File: config.mk
export PLATFORM = sky130hd
export DESIGN_NAME = star_box_sequencer
export DESIGN_NICKNAME = d
export VERILOG_FILES = /design/src/rtl/star_box_sequencer_pkg.sv /design/src/rtl/star_box_sequencer_found_capture.sv /design/src/rtl/star_box_sequencer.sv
export SDC_FILE = /design/constraint.sdc
export NUM_CORES = 1
export LEC_CHECK = 0
export BUFFER_PORTS_ARGS = -buffer_cell sky130_fd_sc_hd__buf_2
export CORE_MARGIN = 2
export CORE_UTILIZATION = 51
export CTS_BUF_LIST = sky130_fd_sc_hd__clkbuf_16
export DETAILED_ROUTE_END_ITERATION = 10
export PLACE_DENSITY = 0.84
export SYNTH_ARGS = -nofsm -noshare
export SYNTH_HDL_FRONTEND = slang
export SYNTH_HIERARCHICAL = 1
export SYNTH_SLANG_ARGS = --single-unit
File: constraint.sdc
create_clock -name clk -period 4.5 [get_ports clk]
set_input_delay 0.225 -clock clk [delete_from_list [all_inputs] [get_ports clk]]
set_output_delay 0.225 -clock clk [all_outputs]
set_load 0.05 [all_outputs]
File: src/rtl/star_box_sequencer_pkg.sv
// star_pkg: shared sizes, image resolution and sequencer state encoding
// for the star bounding-box pipeline.
package star_pkg;

  // Default coordinate widths for a 160x120 image.
  localparam int XSZ_DEF = 8;
  localparam int YSZ_DEF = 7;
  localparam int X_RES   = 160;
  localparam int Y_RES   = 120;

  // Sequencer state encoding (3 bits).
  localparam logic [2:0] ST_IDLE     = 3'd0;
  localparam logic [2:0] ST_START_TB = 3'd1;
  localparam logic [2:0] ST_WAIT_TB  = 3'd2;
  localparam logic [2:0] ST_START_LR = 3'd3;
  localparam logic [2:0] ST_WAIT_LR  = 3'd4;
  localparam logic [2:0] ST_EMIT     = 3'd5;

  typedef enum logic [2:0] {
    S_IDLE     = ST_IDLE,
    S_START_TB = ST_START_TB,
    S_WAIT_TB  = ST_WAIT_TB,
    S_START_LR = ST_START_LR,
    S_WAIT_LR  = ST_WAIT_LR,
    S_EMIT     = ST_EMIT
  } seqState_t;

endpackage

File: src/rtl/star_box_sequencer_found_capture.sv
// found_capture: sticky done flag plus data register for one column mapper.
// A clear wins over a simultaneous pulse; pulses are taken only while enabled.
module found_capture #(
  parameter int W = 8
) (
  input  logic         clk,
  input  logic         resetn,
  input  logic         clr,
  input  logic         en,
  input  logic         pulse,
  input  logic [W-1:0] data,
  output logic         done,
  output logic [W-1:0] q
);

  // Sticky flag set by an enabled pulse, data latched alongside it.
  always_ff @(posedge clk or negedge resetn) begin
    if (!resetn) begin
      done <= 1'b0;
      q    <= '0;
    end else if (clr) begin
      done <= 1'b0;
    end else if (en && pulse) begin
      done <= 1'b1;
      q    <= data;
    end
  end

endmodule

File: src/rtl/star_box_sequencer.sv
// star_box_sequencer: schedules top/bottom then left/right mapping for one
// seed pixel and hands the finished box to the consumer over valid/ready.
// Optional watchdog on the wait states: define SEQ_TIMEOUT_EN.
module star_box_sequencer
  import star_pkg::*;
#(
  parameter int          XSZ            = XSZ_DEF,
  parameter int          YSZ            = YSZ_DEF,
  parameter logic [15:0] TIMEOUT_CYCLES = 16'd40000
) (
  input  logic           clk,
  input  logic           resetn,
  input  logic           star_valid,
  input  logic [XSZ-1:0] star_x,
  input  logic [YSZ-1:0] star_y,
  output logic           star_ready,
  output logic [YSZ-1:0] seed_y,
  output logic           go_map_tb,
  input  logic           tb_found,
  input  logic [YSZ-1:0] most_top,
  input  logic [YSZ-1:0] most_bottom,
  output logic [XSZ-1:0] mid_pix,
  output logic           go_map_l,
  output logic           go_map_r,
  input  logic           left_found,
  input  logic           right_found,
  input  logic [XSZ-1:0] most_left,
  input  logic [XSZ-1:0] most_right,
  output logic           box_valid,
  input  logic           box_ready,
  output logic [XSZ-1:0] box_left,
  output logic [XSZ-1:0] box_right,
  output logic [YSZ-1:0] box_top,
  output logic [YSZ-1:0] box_bottom,
  output logic           busy,
  output logic           box_drop,
  output logic           timeout
);

  localparam int NCAP = 2;  // lane 0 = left, lane 1 = right

  seqState_t state, stateNxt;
  logic      dropNow, toNow, toHit;
  logic      capClr, capEn;

  logic [NCAP-1:0]          capPulse, capDone;
  logic [NCAP-1:0][XSZ-1:0] capData, capQ;

  assign capPulse = {right_found, left_found};
  assign capData  = {most_right, most_left};
  assign capClr   = (state == S_START_TB);
  assign capEn    = (state == S_START_LR) || (state == S_WAIT_LR);

  for (genvar i = 0; i < NCAP; i++) begin : gCap
    found_capture #(.W(XSZ)) uCap (
      .clk    (clk),
      .resetn (resetn),
      .clr    (capClr),
      .en     (capEn),
      .pulse  (capPulse[i]),
      .data   (capData[i]),
      .done   (capDone[i]),
      .q      (capQ[i])
    );
  end

  assign box_left  = capQ[0];
  assign box_right = capQ[1];

`ifdef SEQ_TIMEOUT_EN
  logic [15:0] waitCnt;

  // Per-phase watchdog: zeroed on the start state preceding each wait.
  always_ff @(posedge clk or negedge resetn) begin
    if (!resetn)
      waitCnt <= '0;
    else if (state == S_START_TB || state == S_START_LR)
      waitCnt <= '0;
    else if (state == S_WAIT_TB || state == S_WAIT_LR)
      waitCnt <= waitCnt + 16'd1;
  end

  assign toHit = (waitCnt == TIMEOUT_CYCLES - 16'd1);
`else
  logic unusedTimeoutCfg;
  assign unusedTimeoutCfg = ^TIMEOUT_CYCLES;
  assign toHit = 1'b0;
`endif

  // State register.
  always_ff @(posedge clk or negedge resetn) begin
    if (!resetn) state <= S_IDLE;
    else         state <= stateNxt;
  end

  // Next state plus drop/timeout decisions.
  always_comb begin
    stateNxt = state;
    dropNow  = 1'b0;
    toNow    = 1'b0;
    case (state)
      S_IDLE:     if (star_valid) stateNxt = S_START_TB;
      S_START_TB: stateNxt = S_WAIT_TB;
      S_WAIT_TB: begin
        if (tb_found) begin
          if (most_bottom < most_top) begin
            dropNow  = 1'b1;
            stateNxt = S_IDLE;
          end else begin
            stateNxt = S_START_LR;
          end
        end else if (toHit) begin
          dropNow  = 1'b1;
          toNow    = 1'b1;
          stateNxt = S_IDLE;
        end
      end
      S_START_LR: stateNxt = S_WAIT_LR;
      S_WAIT_LR: begin
        if (&capDone) begin
          if (box_left > box_right) begin
            dropNow  = 1'b1;
            stateNxt = S_IDLE;
          end else begin
            stateNxt = S_EMIT;
          end
        end else if (toHit) begin
          dropNow  = 1'b1;
          toNow    = 1'b1;
          stateNxt = S_IDLE;
        end
      end
      S_EMIT:     if (box_ready) stateNxt = S_IDLE;
      default:    stateNxt = S_IDLE;
    endcase
  end

  // Seed latch on acceptance.
  always_ff @(posedge clk or negedge resetn) begin
    if (!resetn) begin
      mid_pix <= '0;
      seed_y  <= '0;
    end else if (state == S_IDLE && star_valid) begin
      mid_pix <= star_x;
      seed_y  <= star_y;
    end
  end

  // Top/bottom capture on the mapper's done pulse.
  always_ff @(posedge clk or negedge resetn) begin
    if (!resetn) begin
      box_top    <= '0;
      box_bottom <= '0;
    end else if (state == S_WAIT_TB && tb_found) begin
      box_top    <= most_top;
      box_bottom <= most_bottom;
    end
  end

  // Seed is never acknowledged while reset is held.
  assign star_ready = (state == S_IDLE) && resetn;
  assign go_map_tb  = (state == S_START_TB);
  assign go_map_l   = (state == S_START_LR);
  assign go_map_r   = (state == S_START_LR);
  assign box_valid  = (state == S_EMIT);
  assign busy       = (state != S_IDLE);
  assign box_drop   = dropNow;
  assign timeout    = toNow;

endmodule
==> qor.csv <==
stage,metric,value,unit
run_status,status,finished clean,
synth,synth_adder_area_share,6.99,%
global_route,grt_overflow,0,
die,core_area,0.00472,mm2
drt,viasPerCell,4.96,
setup_path,critPathMaxFanout,3,
drt,dr.pass1.iters,4,
clocking,clk_pin_slew,0.06,ns
drt,num_vias,1811,
finish,synthToLayoutAreaGrowth,26.3,%
finish,final_nets,363,
drt,drc,0,
job,max_cap_violations,0,
synth,synth-compound-area-share,6.14,%
global_route,antenna_found_initial,0,
synth,yosysSeqAreaShare,50.0,%
timing,max_slew_margin,56.0,%
finish,regArea,0.00125,mm2
timing,finalSetupViolCount,0,
synth,syn_area_per_cell,12.8,um2
synth,async_reset_ff_share,100,%
clocking,cts_tree,yes,
global_route,grt_pass1_vias,1683,
setup_path,crit_slowest_cell,dfrtp_1,
finish,mostFrequentLayoutCells,"103 x buf_2, 50 x dfrtp_1, 36 x mux2_2",
finish,final_common_cell,buf_2,
synth,synth_top_family_by_area,multiplexers,
synth,synth_area_leader_cell,dfrtp_1,
clocking,ctsResizeCount,0,
finish,num-fill-cells,351,
global_route,grt_pass1_wl,7870,um
global_route,grt_max_degree,52,
clocking,numClockSinks,50,
setup_path,path_cells,ha_1 > nor2b_1 > o211ai_1 > a21oi_1 > o21a_1 > a32o_1 > buf_2,
die,dieArea,0.00549,mm2
clocking,cts_setup_buffers,0,
setup_path,crit_family,compound AO/OA/AOI/OAI gates,
die,fp.dieH,74.1,um
die,start_util,53.0,%
finish,multiInputGateArea,0.00110,mm2
synth,yosys.area_share.simple,8.74,%
timing,min_period,2.27,ns
clocking,cts_buffers,5,
synth,synthFlopType,dfrtp_1,
finish,antenna_cells,0,
setup_path,worstSetupStartpointType,flop,
setup_path,crit_type,flop to primary output,
timing,fin_worst_skew,0.00384,ns
clocking,clk_latency,0.28,ns
timing,max_freq,0.441,GHz
synth,ys_types,32,
die,io-pin-count,105,
synth,synthMuxAreaShare,21.6,%
setup_path,cpPeakStageDelay,0.40,ns
timing,rsz0062_at_grt,no,
setup_path,endpoint_kind,primary output,
clocking,cts_root_buffer,clkbuf_16,
clocking,cts-hold-fix-buffers,0,
timing,max_slew.worst_pin.slew,0.659,ns
setup_path,critPathRequiredTime,4.28,ns
setup_path,critPathBufInv,1,
die,rows,25,
die,die_w,74.1,um
synth,synth_seq_cells,50,
synth,synth_edf_count,0,
clocking,cts_buffer_depth,2,
timing,finalSetupTns,0,ns
drt,routedWlPerCell,13.2,um
clocking,htreeDepth,2,
placement,gp_congestion,0.764,
synth,synth_top_cell_area_share,50.0,%
synth,yosys_warnings,6,
placement,dp_hpwl,3730,um
synth,synth_xor_area_share,0.350,%
drt,drtAntennaViolNets,0,
synth,synth_cells,195,
finish,drive_gt1_share,53.7,%
synth,syn_area,0.00250,mm2
placement,numPortBuffers,103,
global_route,gr-usage-all-layers,18.9,%
setup_path,critPathArrivalTime,2.04,ns
timing,final_hold_viol_count,0,
timing,maxSlewViolCount,0,
hold_path,hp-class,input port to async pin,
synth,syn_nets,261,
timing,period_share,50.4,%
drt,wirelength,4820,um
timing,hold_ws,0.0387,ns
synth,synthTopCellsByArea,"dfrtp_1 50%, mux2_2 16%, ha_1 7.0%, mux2_4 5.4%, inv_1 2.5%",
drt,initialDrtViolationCount,38,
[sequential cells by signal, summed over array words and instances (netlist names)]
signal and flops:
gCap.uCap/q 16, mid_pix 8, state 3, seed_y 7
box_top 7, box_bottom 7, gCap.uCap/done 2
[per-stage QoR]
step / utilization [%] / std cells / area [um2] / setup WS [ns]
2_1_floorplan: - / 195 / 2500 / 2.26
3_3_place_gp: 64.0 / 357 / 3020 / 2.47
3_5_place_dp: 64.0 / 357 / 3020 / 2.46
4_1_cts: 67.0 / 365 / 3160 / 2.21
5_1_grt: 67.0 / 365 / 3160 / 2.11
6_report: 67.0 / 365 / 3160 / 2.23
[worst paths after layout]
kind	from	to	slack, ns	cells after the start
max	gCap[0].uCap/q[1]	box_drop	2.23	7
min	resetn	box_top[6]	0.04	2
max reg2reg	state[2]	seed_y[2]	2.52	3
min reg2reg	gCap[1].uCap/done	gCap[1].uCap/done	0.50	2
max in group asynchronous	resetn	state[0]	4.04	2
min in group clk	tb_found	state[1]	0.16	2
[final cells by class]
class                   count  area share, %
clock buffers               5           3.95
multi-input cells         119           34.8
clock inverters             3          0.514
repair buffers            104           16.5
inverters                  17           2.02
flip-flops and latches     50           39.5
well taps                  67           2.65
[logic make-up after synthesis]
kind of cell / after synthesis
flip-flops: 50
AND/OR/NAND/NOR: 34
multiplexers: 45
AO/OA/AOI/OAI: 24
other: 1
buffers and inverters: 26
XOR/XNOR: 1
adder cells (fa/ha/maj): 14
[routing by layer]
metal  routed length (um)  global-route usage [%]  up-vias
li1                     -                       -      885
met1                 2190                    25.4      843
met2                 2220                    30.3       79
met3                  365                    4.74        4
met4                   42                    6.06        0
met5                    0                       0        -
[synth_stat cells, types with 2 or more instances]
cell type	count
nand3b_4	2
o21ai_0	5
nor2b_4	2
o21a_1	3
buf_6	3
buf_4	4
mux2_4	9
nand2_1	4
o22ai_1	2
a2111oi_0	2
ha_1	14
mux2_2	36
inv_1	17
a21oi_1	7
and2_1	3
dfrtp_1	50
nand2b_1	4
nor3_1	2
nand4_1	2
nor2_1	11
o211ai_1	2
Power is not shown: default switching activity piles up to over one toggle a cycle in this logic, so the estimate is an artifact.
